`src/rtl/id_ex_if.sv`:
```
// Bundle of signals between the decode stage, the ID/EX register and the
// execute stage. The ID/EX register uses the slave modport; the decode side
// (and the bench) uses the master modport.
interface id_ex_if #(
   parameter int DATA_W = 32,
   parameter int REG_W  = 5,
   parameter int CNT_W  = 16
);
   logic              stall_i;
   logic              flush_i;
   logic [REG_W-1:0]  IFID_RegRS_i;
   logic [REG_W-1:0]  IFID_RegRT_i;
   logic [REG_W-1:0]  IFID_RegRD_i;
   logic [DATA_W-1:0] RSdata_i;
   logic [DATA_W-1:0] RTdata_i;
   logic [DATA_W-1:0] Imm_i;
   logic              RegWrite_i;
   logic              MemtoReg_i;
   logic              MemRead_i;
   logic              MemWrite_i;
   logic              ALUSrc_i;
   logic              RegDst_i;
   logic [1:0]        ALUOp_i;

   logic [REG_W-1:0]  IDEX_RegRS_o;
   logic [REG_W-1:0]  IDEX_RegRT_o;
   logic [REG_W-1:0]  IDEX_RegRD_o;
   logic [DATA_W-1:0] IDEX_RSdata_o;
   logic [DATA_W-1:0] IDEX_RTdata_o;
   logic [DATA_W-1:0] IDEX_Imm_o;
   logic              IDEX_RegWrite_o;
   logic              IDEX_MemtoReg_o;
   logic              IDEX_MemRead_o;
   logic              IDEX_MemWrite_o;
   logic              IDEX_ALUSrc_o;
   logic              IDEX_RegDst_o;
   logic [1:0]        IDEX_ALUOp_o;
   logic              hazard_o;
   logic              PCWrite_o;
   logic              IFIDWrite_o;
   logic [CNT_W-1:0]  bubble_cnt_o;

   modport master (
      output stall_i, flush_i, IFID_RegRS_i, IFID_RegRT_i, IFID_RegRD_i,
             RSdata_i, RTdata_i, Imm_i, RegWrite_i, MemtoReg_i, MemRead_i,
             MemWrite_i, ALUSrc_i, RegDst_i, ALUOp_i,
      input  IDEX_RegRS_o, IDEX_RegRT_o, IDEX_RegRD_o, IDEX_RSdata_o,
             IDEX_RTdata_o, IDEX_Imm_o, IDEX_RegWrite_o, IDEX_MemtoReg_o,
             IDEX_MemRead_o, IDEX_MemWrite_o, IDEX_ALUSrc_o, IDEX_RegDst_o,
             IDEX_ALUOp_o, hazard_o, PCWrite_o, IFIDWrite_o, bubble_cnt_o
   );

   modport slave (
      input  stall_i, flush_i, IFID_RegRS_i, IFID_RegRT_i, IFID_RegRD_i,
             RSdata_i, RTdata_i, Imm_i, RegWrite_i, MemtoReg_i, MemRead_i,
             MemWrite_i, ALUSrc_i, RegDst_i, ALUOp_i,
      output IDEX_RegRS_o, IDEX_RegRT_o, IDEX_RegRD_o, IDEX_RSdata_o,
             IDEX_RTdata_o, IDEX_Imm_o, IDEX_RegWrite_o, IDEX_MemtoReg_o,
             IDEX_MemRead_o, IDEX_MemWrite_o, IDEX_ALUSrc_o, IDEX_RegDst_o,
             IDEX_ALUOp_o, hazard_o, PCWrite_o, IFIDWrite_o, bubble_cnt_o
   );
endinterface

```
`src/rtl/id_ex_stage.sv`:
```
// ID/EX pipeline register of the 5-stage MIPS datapath with load-use hazard
// detection, bubble insertion and a saturating debug count of bubbles.
module id_ex_stage #(
   parameter int DATA_W = 32,
   parameter int REG_W  = 5,
   parameter int CNT_W  = 16
) (
   input logic    clk_i,
   input logic    rst_i,
   id_ex_if.slave bus
);
   // Control vector layout:
   // [7] RegWrite [6] MemtoReg [5] MemRead [4] MemWrite
   // [3] ALUSrc   [2] RegDst   [1:0] ALUOp
   localparam int CTRL_W = 8;
   localparam int MEMREAD_BIT = 5;

   logic [CTRL_W-1:0] ctrl_in_s;
   logic [CTRL_W-1:0] ctrl_d, ctrl_q;
   logic [REG_W-1:0]  rs_d, rs_q;
   logic [REG_W-1:0]  rt_d, rt_q;
   logic [REG_W-1:0]  rd_d, rd_q;
   logic [DATA_W-1:0] rsdata_d, rsdata_q;
   logic [DATA_W-1:0] rtdata_d, rtdata_q;
   logic [DATA_W-1:0] imm_d, imm_q;
   logic [CNT_W-1:0]  cnt_d, cnt_q;
   logic              hazard_s;
   logic              bubble_s;
   logic              freeze_s;

   assign ctrl_in_s = {bus.RegWrite_i, bus.MemtoReg_i, bus.MemRead_i,
                       bus.MemWrite_i, bus.ALUSrc_i, bus.RegDst_i,
                       bus.ALUOp_i};

   // Load-use detection: a load in EX whose target (not $0) is read in ID.
   always_comb begin
      hazard_s = 1'b0;
      if (ctrl_q[MEMREAD_BIT] && (rt_q != {REG_W{1'b0}}) &&
          ((rt_q == bus.IFID_RegRS_i) || (rt_q == bus.IFID_RegRT_i))) begin
         hazard_s = 1'b1;
      end else begin
         hazard_s = 1'b0;
      end
   end

   assign freeze_s = hazard_s | bus.stall_i;
   assign bubble_s = ~bus.stall_i & (hazard_s | bus.flush_i);

   // Next-state selection: hold on stall, bubble on hazard/flush, else load.
   always_comb begin
      ctrl_d   = ctrl_q;
      rs_d     = rs_q;
      rt_d     = rt_q;
      rd_d     = rd_q;
      rsdata_d = rsdata_q;
      rtdata_d = rtdata_q;
      imm_d    = imm_q;
      cnt_d    = cnt_q;
      if (bus.stall_i) begin
         ctrl_d = ctrl_q;
      end else if (bubble_s) begin
         // Register numbers are cleared too, so a bubble can never match
         // in the forwarding unit.
         ctrl_d   = {CTRL_W{1'b0}};
         rs_d     = {REG_W{1'b0}};
         rt_d     = {REG_W{1'b0}};
         rd_d     = {REG_W{1'b0}};
         rsdata_d = bus.RSdata_i;
         rtdata_d = bus.RTdata_i;
         imm_d    = bus.Imm_i;
         if (cnt_q != {CNT_W{1'b1}}) begin
            cnt_d = cnt_q + {{(CNT_W-1){1'b0}}, 1'b1};
         end else begin
            cnt_d = cnt_q;
         end
      end else begin
         ctrl_d   = ctrl_in_s;
         rs_d     = bus.IFID_RegRS_i;
         rt_d     = bus.IFID_RegRT_i;
         rd_d     = bus.IFID_RegRD_i;
         rsdata_d = bus.RSdata_i;
         rtdata_d = bus.RTdata_i;
         imm_d    = bus.Imm_i;
      end
   end

   // Pipeline register state with asynchronous active-low reset.
   always_ff @(posedge clk_i or negedge rst_i) begin
      if (!rst_i) begin
         ctrl_q   <= {CTRL_W{1'b0}};
         rs_q     <= {REG_W{1'b0}};
         rt_q     <= {REG_W{1'b0}};
         rd_q     <= {REG_W{1'b0}};
         rsdata_q <= {DATA_W{1'b0}};
         rtdata_q <= {DATA_W{1'b0}};
         imm_q    <= {DATA_W{1'b0}};
         cnt_q    <= {CNT_W{1'b0}};
      end else begin
         ctrl_q   <= ctrl_d;
         rs_q     <= rs_d;
         rt_q     <= rt_d;
         rd_q     <= rd_d;
         rsdata_q <= rsdata_d;
         rtdata_q <= rtdata_d;
         imm_q    <= imm_d;
         cnt_q    <= cnt_d;
      end
   end

   assign bus.IDEX_RegWrite_o = ctrl_q[7];
   assign bus.IDEX_MemtoReg_o = ctrl_q[6];
   assign bus.IDEX_MemRead_o  = ctrl_q[5];
   assign bus.IDEX_MemWrite_o = ctrl_q[4];
   assign bus.IDEX_ALUSrc_o   = ctrl_q[3];
   assign bus.IDEX_RegDst_o   = ctrl_q[2];
   assign bus.IDEX_ALUOp_o    = ctrl_q[1:0];
   assign bus.IDEX_RegRS_o    = rs_q;
   assign bus.IDEX_RegRT_o    = rt_q;
   assign bus.IDEX_RegRD_o    = rd_q;
   assign bus.IDEX_RSdata_o   = rsdata_q;
   assign bus.IDEX_RTdata_o   = rtdata_q;
   assign bus.IDEX_Imm_o      = imm_q;
   assign bus.bubble_cnt_o    = cnt_q;
   assign bus.hazard_o        = hazard_s;
   assign bus.PCWrite_o       = ~freeze_s;
   assign bus.IFIDWrite_o     = ~freeze_s;
endmodule

```
`src/flat_wrapper.sv`:
```
// flat-port wrapper written by rule: the top's interface ports become plain ports
module id_ex_stage_flat 
#(
   parameter int DATA_W = 32,
   parameter int REG_W  = 5,
   parameter int CNT_W  = 16
)
  (clk_i, rst_i, bus_stall_i, bus_flush_i, bus_IFID_RegRS_i, bus_IFID_RegRT_i, bus_IFID_RegRD_i, bus_RSdata_i, bus_RTdata_i, bus_Imm_i, bus_RegWrite_i, bus_MemtoReg_i, bus_MemRead_i, bus_MemWrite_i, bus_ALUSrc_i, bus_RegDst_i, bus_ALUOp_i, bus_IDEX_RegRS_o, bus_IDEX_RegRT_o, bus_IDEX_RegRD_o, bus_IDEX_RSdata_o, bus_IDEX_RTdata_o, bus_IDEX_Imm_o, bus_IDEX_RegWrite_o, bus_IDEX_MemtoReg_o, bus_IDEX_MemRead_o, bus_IDEX_MemWrite_o, bus_IDEX_ALUSrc_o, bus_IDEX_RegDst_o, bus_IDEX_ALUOp_o, bus_hazard_o, bus_PCWrite_o, bus_IFIDWrite_o, bus_bubble_cnt_o);
  id_ex_if #(.DATA_W(DATA_W), .REG_W(REG_W), .CNT_W(CNT_W)) bus_i ();
  input logic clk_i;
  input logic rst_i;
  input wire logic [$bits(bus_i.stall_i)-1:0] bus_stall_i;
  input wire logic [$bits(bus_i.flush_i)-1:0] bus_flush_i;
  input wire logic [$bits(bus_i.IFID_RegRS_i)-1:0] bus_IFID_RegRS_i;
  input wire logic [$bits(bus_i.IFID_RegRT_i)-1:0] bus_IFID_RegRT_i;
  input wire logic [$bits(bus_i.IFID_RegRD_i)-1:0] bus_IFID_RegRD_i;
  input wire logic [$bits(bus_i.RSdata_i)-1:0] bus_RSdata_i;
  input wire logic [$bits(bus_i.RTdata_i)-1:0] bus_RTdata_i;
  input wire logic [$bits(bus_i.Imm_i)-1:0] bus_Imm_i;
  input wire logic [$bits(bus_i.RegWrite_i)-1:0] bus_RegWrite_i;
  input wire logic [$bits(bus_i.MemtoReg_i)-1:0] bus_MemtoReg_i;
  input wire logic [$bits(bus_i.MemRead_i)-1:0] bus_MemRead_i;
  input wire logic [$bits(bus_i.MemWrite_i)-1:0] bus_MemWrite_i;
  input wire logic [$bits(bus_i.ALUSrc_i)-1:0] bus_ALUSrc_i;
  input wire logic [$bits(bus_i.RegDst_i)-1:0] bus_RegDst_i;
  input wire logic [$bits(bus_i.ALUOp_i)-1:0] bus_ALUOp_i;
  output wire logic [$bits(bus_i.IDEX_RegRS_o)-1:0] bus_IDEX_RegRS_o;
  output wire logic [$bits(bus_i.IDEX_RegRT_o)-1:0] bus_IDEX_RegRT_o;
  output wire logic [$bits(bus_i.IDEX_RegRD_o)-1:0] bus_IDEX_RegRD_o;
  output wire logic [$bits(bus_i.IDEX_RSdata_o)-1:0] bus_IDEX_RSdata_o;
  output wire logic [$bits(bus_i.IDEX_RTdata_o)-1:0] bus_IDEX_RTdata_o;
  output wire logic [$bits(bus_i.IDEX_Imm_o)-1:0] bus_IDEX_Imm_o;
  output wire logic [$bits(bus_i.IDEX_RegWrite_o)-1:0] bus_IDEX_RegWrite_o;
  output wire logic [$bits(bus_i.IDEX_MemtoReg_o)-1:0] bus_IDEX_MemtoReg_o;
  output wire logic [$bits(bus_i.IDEX_MemRead_o)-1:0] bus_IDEX_MemRead_o;
  output wire logic [$bits(bus_i.IDEX_MemWrite_o)-1:0] bus_IDEX_MemWrite_o;
  output wire logic [$bits(bus_i.IDEX_ALUSrc_o)-1:0] bus_IDEX_ALUSrc_o;
  output wire logic [$bits(bus_i.IDEX_RegDst_o)-1:0] bus_IDEX_RegDst_o;
  output wire logic [$bits(bus_i.IDEX_ALUOp_o)-1:0] bus_IDEX_ALUOp_o;
  output wire logic [$bits(bus_i.hazard_o)-1:0] bus_hazard_o;
  output wire logic [$bits(bus_i.PCWrite_o)-1:0] bus_PCWrite_o;
  output wire logic [$bits(bus_i.IFIDWrite_o)-1:0] bus_IFIDWrite_o;
  output wire logic [$bits(bus_i.bubble_cnt_o)-1:0] bus_bubble_cnt_o;
  assign bus_i.stall_i = bus_stall_i;
  assign bus_i.flush_i = bus_flush_i;
  assign bus_i.IFID_RegRS_i = bus_IFID_RegRS_i;
  assign bus_i.IFID_RegRT_i = bus_IFID_RegRT_i;
  assign bus_i.IFID_RegRD_i = bus_IFID_RegRD_i;
  assign bus_i.RSdata_i = bus_RSdata_i;
  assign bus_i.RTdata_i = bus_RTdata_i;
  assign bus_i.Imm_i = bus_Imm_i;
  assign bus_i.RegWrite_i = bus_RegWrite_i;
  assign bus_i.MemtoReg_i = bus_MemtoReg_i;
  assign bus_i.MemRead_i = bus_MemRead_i;
  assign bus_i.MemWrite_i = bus_MemWrite_i;
  assign bus_i.ALUSrc_i = bus_ALUSrc_i;
  assign bus_i.RegDst_i = bus_RegDst_i;
  assign bus_i.ALUOp_i = bus_ALUOp_i;
  assign bus_IDEX_RegRS_o = bus_i.IDEX_RegRS_o;
  assign bus_IDEX_RegRT_o = bus_i.IDEX_RegRT_o;
  assign bus_IDEX_RegRD_o = bus_i.IDEX_RegRD_o;
  assign bus_IDEX_RSdata_o = bus_i.IDEX_RSdata_o;
  assign bus_IDEX_RTdata_o = bus_i.IDEX_RTdata_o;
  assign bus_IDEX_Imm_o = bus_i.IDEX_Imm_o;
  assign bus_IDEX_RegWrite_o = bus_i.IDEX_RegWrite_o;
  assign bus_IDEX_MemtoReg_o = bus_i.IDEX_MemtoReg_o;
  assign bus_IDEX_MemRead_o = bus_i.IDEX_MemRead_o;
  assign bus_IDEX_MemWrite_o = bus_i.IDEX_MemWrite_o;
  assign bus_IDEX_ALUSrc_o = bus_i.IDEX_ALUSrc_o;
  assign bus_IDEX_RegDst_o = bus_i.IDEX_RegDst_o;
  assign bus_IDEX_ALUOp_o = bus_i.IDEX_ALUOp_o;
  assign bus_hazard_o = bus_i.hazard_o;
  assign bus_PCWrite_o = bus_i.PCWrite_o;
  assign bus_IFIDWrite_o = bus_i.IFIDWrite_o;
  assign bus_bubble_cnt_o = bus_i.bubble_cnt_o;
  id_ex_stage #(.DATA_W(DATA_W), .REG_W(REG_W), .CNT_W(CNT_W)) u_core (.clk_i(clk_i), .rst_i(rst_i), .bus(bus_i));
endmodule
```
`config.mk`:
```
export PLATFORM = sky130hd
export DESIGN_NAME = id_ex_stage_flat
export DESIGN_NICKNAME = d
export VERILOG_FILES = /design/src/rtl/id_ex_if.sv /design/src/rtl/id_ex_stage.sv /design/src/flat_wrapper.sv
export SDC_FILE = /design/constraint.sdc
export NUM_CORES = 1
export LEC_CHECK = 0
export CAP_MARGIN = 20
export CORE_UTILIZATION = 40
export CTS_BUF_LIST = sky130_fd_sc_hd__clkbuf_8
export DETAILED_ROUTE_END_ITERATION = 6
export PLACE_DENSITY = 0.88
export SLEW_MARGIN = 0
export SYNTH_ARGS = -nofsm -noshare
export SYNTH_HDL_FRONTEND = slang
export SYNTH_SLANG_ARGS = --single-unit
```
`constraint.sdc`:
```
create_clock -name clk_i -period 5.5 [get_ports clk_i]
set_input_delay 1.1 -clock clk_i [delete_from_list [all_inputs] [get_ports clk_i]]
set_output_delay 1.1 -clock clk_i [all_outputs]
set_load 0.03 [all_outputs]
```
# Word level (Yosys, flattened, before mapping)
# Index checks and enable logic that the tools add are counted.
# totals
reg_bits,135
inputBits,123
elab_cells,27
# classes
bitwise_logic,5
eq_ne,3
n_reduce_logical,5
addsub,1
n_mux,5
# op_table
op,count
"16-bit by 1-bit adder with 16-bit output, second input constant",1
"16-bit != test, second input constant",1
5-bit 2-to-1 mux,3
5-bit == test,2
8-bit 2-to-1 mux,1
5-bit nonzero test,1
3-bit AND reduction,1
1-bit logical AND,2
1-bit inverter,2
1-bit bitwise OR,2
1-bit AND,1
1-bit logical OR,1
1-bit 2-to-1 mux,1

# Depth between registers and ports, before layout
# Gate-level depths: netlist (run 1).
# logic_depth
ltp_word,7
mapped_depth,9
mapped_depth_nobuf,7

# Least setup slack after synthesis (run 1)
# OpenSTA, ideal clock, no wires.
# synth_timing
kind,input -> output
start,input bus_IFID_RegRT_i[3]
end,output bus_PCWrite_o
required_ns,4.400
cell_stages,6
setup_slack_ns,1.792
n_path_buf,1
arrival_ns,2.608
path_cell_list,xor2_1 -> nor3_2 -> a22oi_1 -> nor2_1 -> nor2_1 -> buf_4
# synth_between
elab_chain_cells,6
# synth_rtl
element,line_no,text
from (decl),flat_wrapper.sv:15,input wire logic [$bits(bus_i.IFID_RegRT_i)-1:0] bus_IFID_RegRT_i;
5-bit == test,id_ex_stage.sv:39,((rt_q == bus.IFID_RegRS_i) || (rt_q == bus.IFID_RegRT_i))) begin
1-bit logical OR,id_ex_stage.sv:39,
1-bit logical AND,id_ex_stage.sv:38,if (ctrl_q[MEMREAD_BIT] && (rt_q != {REG_W{1'b0}}) &&
1-bit 2-to-1 mux,id_ex_stage.sv:38,
via bus_hazard_o,flat_wrapper.sv:40,output wire logic [$bits(bus_i.hazard_o)-1:0] bus_hazard_o;
1-bit bitwise OR,id_ex_stage.sv:46,assign freeze_s = hazard_s | bus.stall_i;
1-bit inverter,n/a,
to (decl),flat_wrapper.sv:41,output wire logic [$bits(bus_i.PCWrite_o)-1:0] bus_PCWrite_o;
# The timed path passes the listed nets, and every way through them passes these cells.

# Worst setup path after layout (run 1)
# layout_timing
start,input bus_IFID_RegRT_i[1]
end,output bus_PCWrite_o
# layout_between
elab_chain_cells,6
# layout_rtl
element,line_no,text
5-bit == test,id_ex_stage.sv:39,
1-bit logical OR,id_ex_stage.sv:39,
1-bit logical AND,id_ex_stage.sv:38,
1-bit 2-to-1 mux,id_ex_stage.sv:38,
1-bit bitwise OR,id_ex_stage.sv:46,
1-bit inverter,id_ex_stage.sv:125,assign bus.PCWrite_o = ~freeze_s;
# No other way between the ends.

==> run_results.csv, run 1 <==
group,metric,value,unit
timing,maxSlewViolCount,0,
critical_path,cp_max_fo,3,
yosys,syn_inst,396,
finish,drive_above_1_share,22.4,%
finish,layout_common_cells,"clkdlybuf4s50_1 (258), dfrtp_1 (135), mux2_2 (97)",
route,first_pass_iters,4,
timing,worst_slack,1.30,ns
min_path,hold_class,"register to register",
power,power,2860,uW
timing,period_needed,4.20,ns
timing,skew,0.0104,ns
critical_path,r2r_cells,6,
floorplanning,io_pins,261,
cts,cts_tree,"built",
power,p_per_area,330,nW/um2
route,viasPerCell,4.83,
timing,fin_crit_sh,76.3,%
min_path,hold_depth,2,
timing,fin_setup_tns,0,ns
place,place_ws,1.31,ns
critical_path,endpoint_kind,"output pin",
floorplanning,die_area,14200,um2
yosys,synth_area,5480,um2
grt,grt_max_degree,101,
cts,cts_buffer_depth,2,
floorplanning,die_h,119,um
timing,rsz0062_at_grt,"no",
cts,clock_latency,0.44,ns
place,port_buffers,260,
floorplanning,start_util,41.2,%
yosys,ys_types,38,
grt,grt_pass1_vias,4599,
timing,timing.max_slew.rel_slack,26.3,%
critical_path,arrival,3.10,ns
finish,syn_to_final_growth,58.0,%
critical_path,worst-endpoint-required,4.40,ns
grt,antenna_found_initial,0,
critical_path,reg2reg_from,"u_core.bus.IDEX_RegRT_o[0]",
critical_path,setup.worst_path.start_class,"primary input",
finish,antenna_cells,0,
cts,cts_buffers,17,
power,ir_drop,0.271,mV
finish,multiInputGateArea,1980,um2
grt,grt_overflow,0,
cts,clk_pin_slew_worst_paths,0.07,ns
route,final_antenna_net_count,0,
timing,hold_viol,0,
min_path,hold_end,"u_core.bus.IDEX_RegRS_o[3]",
timing,setup_viol,0,
outcome,status,"finished clean",
cts,cts_sinks,135,
critical_path,worstSetupPathType,"primary input to output pin",
finish,finish.utilization,65.2,%
finish,fillCellCount,954,
finish,final_common_cell,"clkdlybuf4s50_1",
critical_path,r2r_end,"u_core.bus.bubble_cnt_o[14]",
power,p_leak,0.00362,uW
place,hpwl,10400,um
timing,worstMarginPinSlew,1.11,ns
yosys,ys_seq_area_share,61.6,%
floorplanning,die_w,119,um
finish,fin_nets,780,
job,maxCapViolations,0,
route,drt_iter0_drc,206,
grt,grt_pass1_wl,23100,um
route,wl_per_cell,17.1,um
cts,htree_levels,4,
cts,cts.repair.resized,0,
route,vias,4084,
yosys,syn_nets,520,
route,drc,0,
cts,post_cts_buffers,0,
yosys,ys_ff_latch,135,
yosys,syn_avg_cell_area,13.8,um2
cts,cts_root_buf,"clkbuf_8",
grt,grt_usage,21.4,%
place,place.gp.congestion,0.790,
critical_path,ff2ff_setup_slack,2.76,ns
yosys,synth_warnings,0,
min_path,hold_start,"u_core.bus.IDEX_RegRS_o[3]",
floorplanning,rows,42,
route,wl,14500,um
finish,final-seq-area,3380,um2
cts,hold_buffers,0,
floorplanning,core-area,13300,um2
timing,fmax,0.238,GHz
cells in the mapped netlist, drive strengths merged:
cell type	count	area, um2
dfrtp	135	3380
mux2	98	1100
nand2	51	191
o21ai	25	136
xor2	21	184
clkbuf	12	45.0
buf	10	77.6
nor2	8	40.0
nor4	7	75.1
nand3	4	20.0
nor4b	4	47.6
nand4	3	25.0
xnor2	3	26.3
and3b	2	17.5
nand2b	2	12.5
nor3	2	15.0
or4	2	18.8
a22oi	1	7.51
and3	1	6.26
ha	1	12.5
inv	1	3.75
nand3b	1	7.51
o211ai	1	21.3
o21ba	1	10.0
how the worst max path moves through the flow:
| stage | startpoint | end | slack (ns) | cells after the start |
|---|---|---|---|---|
| 2_1_floorplan | bus_IFID_RegRT_i[3] | bus_PCWrite_o | 1.79 | 6 |
| 6_report | bus_IFID_RegRT_i[1] | bus_PCWrite_o | 1.30 | 7 |
| 3_5_place_dp | bus_IFID_RegRT_i[4] | bus_PCWrite_o | 1.31 | 7 |
| 5_1_grt | bus_IFID_RegRT_i[3] | bus_PCWrite_o | 1.17 | 7 |
| 4_1_cts | bus_IFID_RegRT_i[4] | bus_PCWrite_o | 1.30 | 7 |
| 3_3_place_gp | bus_IFID_RegRT_i[3] | bus_PCWrite_o | 1.40 | 7 |
cell type report:
class / instances / share of cell area [%]
sequential: 135 / 39.0
timing repair buffer: 263 / 30.3
multi-input combinational: 238 / 22.8
clock buffer: 21 / 3.34
tap: 176 / 2.54
clock inverter: 11 / 1.96
inverter: 1 / 0.0433
stage by stage:
step | std cells | area, um2 | hold slack, ns
after floorplan | 396 | 5480 | 0.664
after CTS | 845 | 8660 | 0.485
after global routing | 845 | 8660 | 0.512
after global placement | 813 | 8200 | 0.467
after detailed placement | 813 | 8200 | 0.469
final | 845 | 8660 | 0.484
cells by family (layout without fill, tap and decap cells):
family | after synthesis | count (layout) | share of synthesized area (%)
flip-flops | 135 | 135 | 61.6
AO/OA/AOI/OAI | 28 | 28 | 3.19
adder cells (fa/ha/maj) | 1 | 1 | 0.228
XOR/XNOR | 24 | 24 | 3.83
buffers and inverters | 23 | 296 | 2.30
multiplexers | 98 | 98 | 20.1
AND/OR/NAND/NOR | 87 | 87 | 8.69
power breakdown:
part	internal, uW	switching (uW)
combinational	355	387
sequential	1100	87.6
clock	542	385
routing by layer:
| layer | share of wire [%] | up-vias | wire length, um | global-route usage (%) |
|---|---|---|---|---|
| met5 | 0 | - | 0 | 0 |
| met4 | 2.3 | 0 | 337 | 9.65 |
| met1 | 37 | 1990 | 5390 | 22.6 |
| met2 | 52 | 184 | 7470 | 37.2 |
| li1 | - | 1885 | - | - |
| met3 | 8.8 | 25 | 1270 | 8.86 |
registers in the layout, summed over array words and instances, names as in the netlist:
signal / flops
u_core.bus.IDEX_RSdata_o: 32
u_core.bus.bubble_cnt_o: 16
u_core.bus.IDEX_RegRD_o: 5
u_core.bus.IDEX_RegRT_o: 5
u_core.ctrl_q: 8
u_core.bus.IDEX_RegRS_o: 5
u_core.bus.IDEX_RTdata_o: 32
u_core.bus.IDEX_Imm_o: 32
critical path, cell delays in order:
cell and delay (ns):
clkdlybuf4s50_1 0.49, xor2_1 0.18, nor2_1 0.08, a22oi_1 0.27
nor2_1 0.14, nor2_1 0.14, clkdlybuf4s50_1 0.69
Power figures use the tool's default switching activity.
==> inputs of run 2 (changes only) <==
--- a/config.mk
+++ b/config.mk
@@ -6,10 +6,10 @@
 export NUM_CORES = 1
 export LEC_CHECK = 0
 export CAP_MARGIN = 20
-export CORE_UTILIZATION = 40
+export CORE_UTILIZATION = 38
 export CTS_BUF_LIST = sky130_fd_sc_hd__clkbuf_8
 export DETAILED_ROUTE_END_ITERATION = 6
-export PLACE_DENSITY = 0.88
+export PLACE_DENSITY = 0.87
 export SLEW_MARGIN = 0
 export SYNTH_ARGS = -nofsm -noshare
 export SYNTH_HDL_FRONTEND = slang
==> constraint.sdc (replaced) <==
create_clock -name clk_i -period 3.46 [get_ports clk_i]
set_input_delay 0.692 -clock clk_i [delete_from_list [all_inputs] [get_ports clk_i]]
set_output_delay 0.692 -clock clk_i [all_outputs]
set_load 0.03 [all_outputs]
==> run_results.csv, run 2 (same netlist as run 1, synthesis figures left out) <==
group,metric,value,unit
outcome,status,"finished clean",
place,hpwl,10500,um
floorplanning,die_w,122,um
route,wl,14200,um
critical_path,cp_max_fo,3,
finish,antenna_cells,0,
cts,cts_tree,"built",
critical_path,cp_top_family,"buffers and inverters",
power,power,4260,uW
power,p_leak,0.00362,uW
floorplanning,io_pins,261,
grt,grt_pass1_wl,22100,um
cts,clk_pin_slew_worst_paths,0.07,ns
floorplanning,rows,43,
power,p_per_area,495,nW/um2
critical_path,crit_chain,"clkdlybuf4s50_1, xor2_1, nor3_2, a22oi_1, nor2_1, nor2_1, clkdlybuf4s50_1",
timing,skew,0.00785,ns
route,final_antenna_net_count,0,
floorplanning,die_h,122,um
timing,hold_viol,0,
timing,rsz0062_at_grt,"no",
place,place.gp.congestion,0.799,
timing,timing.max_slew.rel_slack,48.3,%
grt,grt_usage,19.6,%
finish,fin_nets,781,
critical_path,endpoint_kind,"output pin",
timing,fin_crit_sh,96.4,%
floorplanning,start_util,39.2,%
critical_path,worst-endpoint-required,2.77,ns
cts,cts_buffer_depth,2,
critical_path,crit_path_start,"bus_IFID_RegRT_i[4]",
critical_path,setup.worst_path.start_class,"primary input",
critical_path,crit_path_top_delay_cell,"clkdlybuf4s50_1",
finish,final_area,8610,um2
cts,clock_latency,0.43,ns
route,drc,0,
critical_path,ff2ff_setup_slack,1.17,ns
finish,drive_above_1_share,21.9,%
critical_path,worstSetupPathType,"primary input to output pin",
cts,htree_levels,4,
place,port_buffers,260,
power,ir_drop,0.261,mV
route,wl_per_cell,16.7,um
cts,post_cts_buffers,0,
timing,worstMarginPinSlew,0.776,ns
floorplanning,die_area,14900,um2
critical_path,max_stage_delay,0.69,ns
place,dpl_cell_area,8240,um2
job,maxCapViolations,0,
critical_path,reg2reg_from,"u_core.bus.IDEX_RegRT_o[0]",
route,first_pass_iters,4,
cts,cts_buffers,17,
timing,setup_viol,0,
timing,maxSlewViolCount,0,
route,viasPerCell,4.84,
finish,final_common_cell,"clkdlybuf4s50_1",
grt,grt_overflow,0,
grt,antenna_found_initial,0,
cts,cts_root_buf,"clkbuf_8",
grt,grt_pass1_vias,4408,
timing,period_needed,3.34,ns
timing,fmax,0.300,GHz
timing,timing.hold.ws,0.241,ns
finish,syn_to_final_growth,57.0,%
cts,hold_buffers,0,
floorplanning,core-area,14000,um2
cts,cts_sinks,135,
critical_path,arrival,2.64,ns
grt,grt_max_degree,153,
route,drt_iter0_drc,221,
route,vias,4114,
min_path,hold_class,"primary input to asynchronous set/reset pin",
finish,layout_common_cells,"clkdlybuf4s50_1 (257), dfrtp_1 (135), mux2_2 (97)",
timing,fin_setup_tns,0,ns
critical_path,critPathBufInv,2,
run 2: cell types whose count changed in the layout (fill, tap and decap cells not counted), sizes merged:
| cell | delta |
|---|---|
| bufinv | -3 |
| buf | +1 |
| dlymetal6s2s | +1 |
| inv | +4 |
| clkdlybuf4s50 | -1 |
| clkinvlp | -3 |
| clkinv | +3 |
| clkbuf | -1 |
run 2: repair_timing:
action	4_1_cts	5_1_grt
resized for setup	0	1
setup endpoints to repair	0	1
hold endpoints to repair	0	0
run 2: worst paths after layout:
kind | cells past startpoint | to
max in group asynchronous | 2 | u_core.bus.IDEX_Imm_o[18]
worst max register to register | 6 | u_core.bus.IDEX_RegRS_o[1]
worst min register to register | 2 | u_core.bus.IDEX_RegRS_o[3]
worst max-delay path | 7 | bus_IFIDWrite_o
min in group clk_i | 2 | u_core.bus.IDEX_RegRS_o[3]
worst min-delay path | 1 | u_core.bus.IDEX_RegRD_o[3]
run 2: through the flow:
step	utilization [%]	instances	setup slack (ns)
floorplan	-	396	0.568
global placement	58.9	818	0.166
detailed placement	58.9	818	0.116
CTS	61.5	850	0.103
global route	61.5	850	0.0243
finish	61.5	850	0.124
run 2: per-layer routing:
layer  GRT usage, %  routed length [um]  vias up  share of wire, %
li1               -                   -     1885                 -
met1           21.7                5260     2007                37
met2           32.7                7120      196                50
met3           9.32                1480       26                10
met4           7.62                 359        0               2.5
met5              0                   0        -                 0
run 2: cell type report:
type                    instances  area [um2]
inverters                       1        3.75
flip-flops and latches        135        3380
repair buffers                264        2660
clock inverters                12        87.6
multi-input cells             238        1980
well taps                     180         225
fillers                      1091        5380
clock buffers                  20         275
run 2: report_power, final:
part	switching (uW)	leakage (uW)	internal, uW
logic	621	0.00179	570
registers	130	0.00163	1750
clock network	578	0.000207	610
